[src/rtl/dac_arb_pkg.sv]
// dac_arb_pkg: shared types and constants for the TCXO tuning-DAC arbiter.
//   state_t   : overall write sequence IDLE -> LOAD -> SYNC -> SHIFT -> GAP
//   req_idx_t : requester encoding, listed in priority order (DFLT highest)
//   make_frame: builds the 24-bit AD5662 word {6'b0, PD, code}
package dac_arb_pkg;

  localparam int          FRAME_BITS   = 24;
  localparam logic [15:0] DAC_MIDSCALE = 16'd32767;
  localparam logic [1:0]  PD_NORMAL    = 2'b00;

  typedef enum logic [2:0] {
    IDLE  = 3'd0,
    LOAD  = 3'd1,
    SYNC  = 3'd2,
    SHIFT = 3'd3,
    GAP   = 3'd4
  } state_t;

  typedef enum logic [1:0] {
    DFLT = 2'd0,
    HOST = 2'd1,
    LOOP = 2'd2
  } req_idx_t;

  function automatic logic [FRAME_BITS-1:0] make_frame(input logic [15:0] code);
    return {6'b000000, PD_NORMAL, code};
  endfunction

endpackage

[src/rtl/dac_spi_frame_tx.sv]
// dac_spi_frame_tx: shifts one AD5662 frame out and enforces the sync_n gap.
//   clk, reset_n : clock, asynchronous active-low reset
//   start        : one-cycle request, accepted only when idle; dat is captured then
//   dat[15:0]    : DAC code to send
//   done         : one-cycle pulse in the last GAP cycle (shifter is free next cycle)
//   shifted      : one-cycle pulse in the cycle before sync_n rises (frame complete)
//   sclk,mosi,sync_n : AD5662 serial pins, all registered
//   state_dbg    : current shifter state (IDLE/SYNC/SHIFT/GAP encodings of state_t)
// Sequence: SYNC holds sync_n low with sclk high for SCLK_DIV cycles, then each of
// the 24 bits gets SCLK_DIV cycles of sclk low (DAC samples on the falling edge)
// followed by SCLK_DIV cycles high; mosi moves to the next bit on the rising edge.
module dac_spi_frame_tx
  import dac_arb_pkg::*;
#(
  parameter int SCLK_DIV = 4,
  parameter int MIN_GAP  = 8
) (
  input  logic        clk,
  input  logic        reset_n,
  input  logic        start,
  input  logic [15:0] dat,
  output logic        done,
  output logic        shifted,
  output logic        sclk,
  output logic        mosi,
  output logic        sync_n,
  output logic [2:0]  state_dbg
);

  localparam int CNT_MAX = (SCLK_DIV > MIN_GAP) ? SCLK_DIV : MIN_GAP;
  localparam int CW      = $clog2(CNT_MAX + 1);
  localparam logic [CW-1:0] LD_HALF = CW'(SCLK_DIV - 1);
  localparam logic [CW-1:0] LD_GAP  = CW'(MIN_GAP - 1);

  state_t                state, state_n;
  logic [CW-1:0]         cnt, cnt_n;
  logic [4:0]            bit_cnt, bit_cnt_n;
  logic [FRAME_BITS-1:0] sh, sh_n;
  logic [FRAME_BITS-1:0] frame;
  logic                  sclk_q, sclk_n;
  logic                  mosi_q, mosi_n;
  logic                  sync_n_q, sync_n_n;

  always_ff @(posedge clk or negedge reset_n) begin
    if (!reset_n) begin
      state    <= IDLE;
      cnt      <= '0;
      bit_cnt  <= '0;
      sh       <= '0;
      sclk_q   <= 1'b1;
      mosi_q   <= 1'b0;
      sync_n_q <= 1'b1;
    end else begin
      state    <= state_n;
      cnt      <= cnt_n;
      bit_cnt  <= bit_cnt_n;
      sh       <= sh_n;
      sclk_q   <= sclk_n;
      mosi_q   <= mosi_n;
      sync_n_q <= sync_n_n;
    end
  end

  always_comb begin
    state_n   = state;
    cnt_n     = cnt;
    bit_cnt_n = bit_cnt;
    sh_n      = sh;
    sclk_n    = sclk_q;
    mosi_n    = mosi_q;
    sync_n_n  = sync_n_q;
    done      = 1'b0;
    shifted   = 1'b0;
    frame     = make_frame(dat);

    case (state)
      IDLE: begin
        if (start) begin
          state_n   = SYNC;
          sh_n      = frame;
          mosi_n    = frame[FRAME_BITS-1];
          sync_n_n  = 1'b0;
          sclk_n    = 1'b1;
          cnt_n     = LD_HALF;
          bit_cnt_n = 5'(FRAME_BITS - 1);
        end
      end

      SYNC: begin
        if (cnt == '0) begin
          state_n = SHIFT;
          sclk_n  = 1'b0;
          cnt_n   = LD_HALF;
        end else begin
          cnt_n = cnt - 1'b1;
        end
      end

      SHIFT: begin
        if (cnt != '0) begin
          cnt_n = cnt - 1'b1;
        end else if (!sclk_q) begin
          // end of low phase: rising edge, present the next bit
          sclk_n = 1'b1;
          cnt_n  = LD_HALF;
          sh_n   = {sh[FRAME_BITS-2:0], 1'b0};
          mosi_n = sh[FRAME_BITS-2];
        end else if (bit_cnt == '0) begin
          // end of high phase of the last bit: frame is complete
          state_n  = GAP;
          sync_n_n = 1'b1;
          mosi_n   = 1'b0;
          cnt_n    = LD_GAP;
          shifted  = 1'b1;
        end else begin
          bit_cnt_n = bit_cnt - 1'b1;
          sclk_n    = 1'b0;
          cnt_n     = LD_HALF;
        end
      end

      GAP: begin
        if (cnt == '0) begin
          state_n = IDLE;
          done    = 1'b1;
        end else begin
          cnt_n = cnt - 1'b1;
        end
      end

      default: state_n = IDLE;
    endcase
  end

  assign sclk      = sclk_q;
  assign mosi      = mosi_q;
  assign sync_n    = sync_n_q;
  assign state_dbg = state;

endmodule

[src/rtl/tcxo_dac_arbiter.sv]
// tcxo_dac_arbiter: shares the AD5662 TCXO tuning DAC between a default/holdover
// load, a host write path and the PPS disciplining loop.
//   clk, reset_n        : clock, asynchronous active-low reset
//   dflt_load, dflt_dat : pulse request (merged while pending); code sampled at grant
//   host_req/dat/ack    : host write, req level held until the one-cycle ack
//   host_ovr            : while high, loop grants are acked and discarded
//   loop_req/dat/ack    : disciplining-loop write, same handshake as the host
//   sclk, mosi, sync_n  : AD5662 serial pins
//   busy                : high from grant until the inter-frame gap has elapsed
//   dac_cur             : last code completely shifted into the DAC
//   dbg_state           : overall state_t encoding (IDLE/LOAD/SYNC/SHIFT/GAP)
// Handshake: a requester raises req with dat stable and keeps both until it sees
// ack; ack is high for exactly the LOAD cycle and dat is captured at the end of it.
// req still high after the ack cycle is taken as a fresh request.
// Priority at each IDLE decision: pending default load, then host, then loop.
// Optional build macro DAC_ARB_DEDUP_EN: a granted code equal to dac_cur is acked
// but not sent.
module tcxo_dac_arbiter
  import dac_arb_pkg::*;
#(
  parameter int SCLK_DIV = 4,
  parameter int MIN_GAP  = 8
) (
  input  logic        clk,
  input  logic        reset_n,
  input  logic        dflt_load,
  input  logic [15:0] dflt_dat,
  input  logic        host_req,
  input  logic [15:0] host_dat,
  output logic        host_ack,
  input  logic        host_ovr,
  input  logic        loop_req,
  input  logic [15:0] loop_dat,
  output logic        loop_ack,
  output logic        sclk,
  output logic        mosi,
  output logic        sync_n,
  output logic        busy,
  output logic [15:0] dac_cur,
  output logic [2:0]  dbg_state
);

  state_t      state, state_n;
  req_idx_t    win_q, win_d;
  logic        dflt_pend;
  logic        host_ack_q, loop_ack_q, busy_q;
  logic [15:0] dac_cur_q, code_q, code_sel;
  logic        any_req, grant, drop_loop, dup_code, send;
  logic        tx_start, tx_done, tx_shifted;
  logic [2:0]  tx_state;

  always_comb begin
    any_req = dflt_pend | host_req | loop_req;
    if (dflt_pend)     win_d = DFLT;
    else if (host_req) win_d = HOST;
    else               win_d = LOOP;

    case (win_q)
      DFLT:    code_sel = dflt_dat;
      HOST:    code_sel = host_dat;
      LOOP:    code_sel = loop_dat;
      default: code_sel = DAC_MIDSCALE;
    endcase

    drop_loop = (win_q == LOOP) && host_ovr;
`ifdef DAC_ARB_DEDUP_EN
    // dac_cur cannot move here: LOAD is only reachable after the previous GAP
    dup_code = (code_sel == dac_cur_q);
`else
    dup_code = 1'b0;
`endif
    send     = !drop_loop && !dup_code;
    grant    = (state == IDLE) && any_req;
    tx_start = (state == LOAD) && send;

    state_n = state;
    case (state)
      IDLE:  if (any_req) state_n = LOAD;
      LOAD:  state_n = send ? SYNC : IDLE;
      // the shifter sequences SYNC/SHIFT/GAP; the arbiter parks in SYNC until done
      SYNC, SHIFT, GAP: if (tx_done) state_n = IDLE;
      default: state_n = IDLE;
    endcase
  end

  always_ff @(posedge clk or negedge reset_n) begin
    if (!reset_n) begin
      state      <= IDLE;
      win_q      <= DFLT;
      dflt_pend  <= 1'b0;
      host_ack_q <= 1'b0;
      loop_ack_q <= 1'b0;
      busy_q     <= 1'b0;
      dac_cur_q  <= DAC_MIDSCALE;
      code_q     <= DAC_MIDSCALE;
    end else begin
      state      <= state_n;
      host_ack_q <= grant && (win_d == HOST);
      loop_ack_q <= grant && (win_d == LOOP);
      busy_q     <= (state_n != IDLE);
      // a pulse coinciding with the grant of the previous one is a new request
      dflt_pend  <= (dflt_pend && !(grant && (win_d == DFLT))) || dflt_load;
      if (grant)      win_q     <= win_d;
      if (tx_start)   code_q    <= code_sel;
      if (tx_shifted) dac_cur_q <= code_q;
    end
  end

  dac_spi_frame_tx #(
    .SCLK_DIV (SCLK_DIV),
    .MIN_GAP  (MIN_GAP)
  ) u_tx (
    .clk       (clk),
    .reset_n   (reset_n),
    .start     (tx_start),
    .dat       (code_sel),
    .done      (tx_done),
    .shifted   (tx_shifted),
    .sclk      (sclk),
    .mosi      (mosi),
    .sync_n    (sync_n),
    .state_dbg (tx_state)
  );

  assign host_ack  = host_ack_q;
  assign loop_ack  = loop_ack_q;
  assign busy      = busy_q;
  assign dac_cur   = dac_cur_q;
  assign dbg_state = (state == IDLE || state == LOAD) ? state : tx_state;

endmodule

[config.mk]
export PLATFORM = sky130hd
export DESIGN_NAME = tcxo_dac_arbiter
export DESIGN_NICKNAME = d
export VERILOG_FILES = /design/src/rtl/dac_arb_pkg.sv /design/src/rtl/dac_spi_frame_tx.sv /design/src/rtl/tcxo_dac_arbiter.sv
export SDC_FILE = /design/constraint.sdc
export NUM_CORES = 1
export LEC_CHECK = 0
export BUFFER_PORTS_ARGS = -buffer_cell sky130_fd_sc_hd__buf_2
export CORE_ASPECT_RATIO = 0.5
export CORE_MARGIN = 1
export CORE_UTILIZATION = 49
export CTS_CLUSTER_SIZE = 14
export DETAILED_ROUTE_END_ITERATION = 10
export PLACE_DENSITY = 0.75
export SETUP_SLACK_MARGIN = 0.4
export SYNTH_ARGS = -nofsm -noshare
export SYNTH_HDL_FRONTEND = slang
export SYNTH_SLANG_ARGS = --single-unit
[constraint.sdc]
create_clock -name clk -period 2.4 [get_ports clk]
set_clock_uncertainty 0.2 [all_clocks]
set_input_delay 0.12 -clock clk [delete_from_list [all_inputs] [get_ports clk]]
set_output_delay 0.12 -clock clk [all_outputs]
set_load 0.05 [all_outputs]
==> metrics.md <==
| Metric | Value |
|---|---|
| Pwr per Cell Area | between 500 and 600 nW/um2 |
| Mux cell area share after synthesis | 17.7% |
| Slew HR | 42.6% |
| Register area share after synthesis | 52.9% |
| Row count | 22 |
| Int Power | ~2400 uW |
| Predominant post-synthesis flop cell | dfrtp_1 |
| Final setup viols | 0 |
| Largest family of logic cells by synthesized area | multiplexers |
| Via density | between 5 and 6 |
| First-pass GRT wire length | 15.3 mm |
| Worst-path clk slew | around 0.060 ns |
| Area of the multi-input gates | 1740 um2 |
| Die width | 127 um |
| Grt ovf | 0 |
| Async SR Flop Fraction | 100% |
| Post-Synth Adder-Cell Area | 0.985% |
| Ratio of cells with drive above 1 in the final layout | 51.5% |
| IO Count | 79 |
| Worst setup EP type | register |
| Setup CP Type | reg -> reg |
| CP max FO | 5 |
| Synth area leaders | dfrtp_1 31%, dfstp_2 22%, mux2_2 15% |
| Crit path from | u_tx.cnt[1]$_DFFE_PN0P_ |
| Status | finished clean |
| Most frequent cells in the layout | 77 x buf_2, 50 x mux2_2, 47 x dfrtp_1 |
| R2R Path Start | u_tx.cnt[1]$_DFFE_PN0P_ |
| Share of the synthesized area in the top cell type | 30.9% |
| GRT Util Overall | about a quarter |
| Clk sinks | 79 |
| Area Overhead vs Synth | 33.3% |
| Post-layout min period | 2.09 ns |
| N_diodes | 0 |
| Port Buffers | 78 |
| Crit share post-route | 87.1% |
| Synth cell types | 48 |
| Antenna violations before repair | 0 |
| Nets | approximately 510 |
| Post-Layout Inst Area | 5080 um2 |
| Synth Net Count | 387 |
| Dpl hpwl | about 5.7 mm |
| Largest net degree at the start of global routing | between 70 and 80 |
| Initial Util | 51.3% |
| Xor and xnor area share after synthesis | 0% |
| Compound-Gate Fraction of Synth Area | 12.3% |
| # Max-Cap Violations | 0 |
| Reg2Reg Setup Slack | 0.31 ns |
| Num CTS Buffers | 9 |
| Vias in the first global route | 3158 |
| Placer Congestion | 0.842 |
| Avg WL per Cell | roughly 17 um |
| Worst VDD drop | 0.000432 V |
| Pre-Repair DR Iteration Count | 4 |
| Bufs on Longest Clock Path | 2 |
| Fmax | 479 MHz |
| Clk_lat worst skew | 0.34 ns |
| Detailed Route WL | 9.23 mm |
| Final hold vios | 0 |
| Fillers | 534 |
| CORE AREA | 7430 um2 |
| CP Launch Type | register |
| Leading area contributor after synthesis | dfrtp_1 |
| RR Endpoint | u_tx.bit_cnt[4]$_DFFE_PN0P_ |
| Synth Warn # | 0 |
| Psw | 605 uW |
| Leak | around 0.0024 uW |
| Vias | 3067 |
| Worst slew pin tran | roughly 0.86 ns |
| Sequential Power Share | 44.5% |
| Reg area | 2020 um2 |
| Most common cell after layout, fill and taps aside | buf_2 |
| Reg2Reg Depth | 6 |
| Root buffer cell | clkbuf_16 |
| Hold/Removal Path Class | in -> reg |
| # H-tree levels | 3 |
| Combinational share of power | 6.2% |
| Cell area after synthesis | between 3000 and 4000 um2 |
| TritonCTS clock tree | yes |
| Post-placement cell area | about 4400 um2 |
| Critical Path AT | about 2.2 ns |
| Final-report max-slew violation count | 0 |
| Synth Area per Inst | around 12 um2 |
| Synth Area in Simple Gates | 12.8% |
| DIE AREA | 8150 um2 |
| Post-DRT Antenna Nets | 0 |
| Critical path data required time | 2.48 ns |
| Min-delay src | loop_dat[14] |
| Yosys reg bits | slightly below 80 |
| Clock Power Share | 49.3% |
| Switching Fraction | ~20% |
| WHS Endpoint | code_q[14]$_DFFE_PN1P_ |
| Unrepaired setup endpoints after global routing | yes |
| DRC Markers | 0 |
| Post-synth EDFFs | 0 |
| Mapped Cells | 330 |
| First DRT Iteration DRCs | 190 |
| Die Height | 64.4 um |
| WHS Path Cells | 3 |
| TNS Setup | 0 ns |
[power groups by stage]
stage	logic (uW)	registers [uW]	clock network, uW
5_1_grt	206	1340	1550
3_5_place_dp	163	1360	0
4_1_cts	185	1340	1500
6_report	186	1340	1480
2_1_floorplan	73.9	1360	0
3_3_place_gp	159	1360	0
[worst max path at each step]
stage                                              to  slack [ns]  cells past startpoint
after CTS                 u_tx.bit_cnt[4]$_DFFE_PN0P_        0.25                      6
after floorplan           u_tx.bit_cnt[3]$_DFFE_PN0P_        0.12                      7
after global routing      u_tx.bit_cnt[2]$_DFFE_PN0P_        0.26                      8
final                     u_tx.bit_cnt[4]$_DFFE_PN0P_        0.31                      6
after global placement    u_tx.bit_cnt[3]$_DFFE_PN0P_        0.19                      6
after detailed placement  u_tx.bit_cnt[3]$_DFFE_PN0P_        0.09                      6
[sequential cells by signal, indices dropped and copies added (netlist names)]
signal,flops
u_tx.sclk,1
u_tx.state_dbg,3
u_tx.mosi,1
code_q,16
u_tx.cnt,4
u_tx.sh,23
state,3
loop_ack,1
dflt_pend,1
u_tx.sync_n,1
busy,1
dac_cur,16
u_tx.bit_cnt,5
host_ack,1
win_q,2
[repair_timing]
action,CTS,global route
setup endpoints to repair,52,45
cloned,2,0
endpoints found under the hold margin,64,0
resized for setup,16,15
buffers inserted,7,8
hold buffers,15,0
pin swaps,1,2
[area by class of cell]
cell class                 instances  share of cell area, %
sequential                        79                   39.7
inverter                           7                  0.517
timing repair buffer             130                   16.7
clock buffer                      13                   5.12
tap                               96                   2.36
multi-input combinational        222                   34.3
clock inverter                     3                   1.28
[through the flow]
stage	utilization (%)	cells	hold slack, ns	setup slack, ns	power, uW
after floorplan	-	330	-0.376	0.122	1430
after global placement	58.9	502	0.0765	0.187	1520
after detailed placement	58.9	502	0.0860	0.0941	1520
after CTS	66.9	542	0.00367	0.246	3020
after global routing	68.4	550	0.0132	0.258	3100
final	68.4	550	0.0137	0.311	3000
[per-layer routing]
metal	vias to the layer above	GRT usage [%]	part of all wire [%]
li1	1436	-	-
met1	1538	30.9	45
met2	68	41.4	48
met3	25	7.12	3.7
met4	0	13.1	2.9
met5	-	0	0
[worst max-delay path: stages (launching register included)]
cell,delay [ns]
dfrtp_1,0.39
inv_2,0.07
ha_4,0.13
or3b_4,0.37
or4_4,0.46
or3_4,0.35
nand3_2,0.07
[cells in the mapped netlist (all sizes together), types with 4 or more instances]
cell and count:
a21o 4, a21oi 5, a22o 7, buf 7, clkbuf 15, dfrtp 47
dfstp 32, inv 7, mux2 50, mux2i 11, nand2 27, nand3 15
nand4 5, nor2 7, nor2b 6, nor3 5, nor3b 4, o21ai 29
o22a 8, o22ai 8
[kinds of logic (layout without fill, tap and decap cells)]
kind of cell,Yosys count,after routing
adder cells (fa/ha/maj),3,3
buffers and inverters,29,153
multiplexers,61,61
AND/OR/NAND/NOR,87,87
flip-flops,79,79
AO/OA/AOI/OAI,71,71
Power figures use the tool's default switching activity.
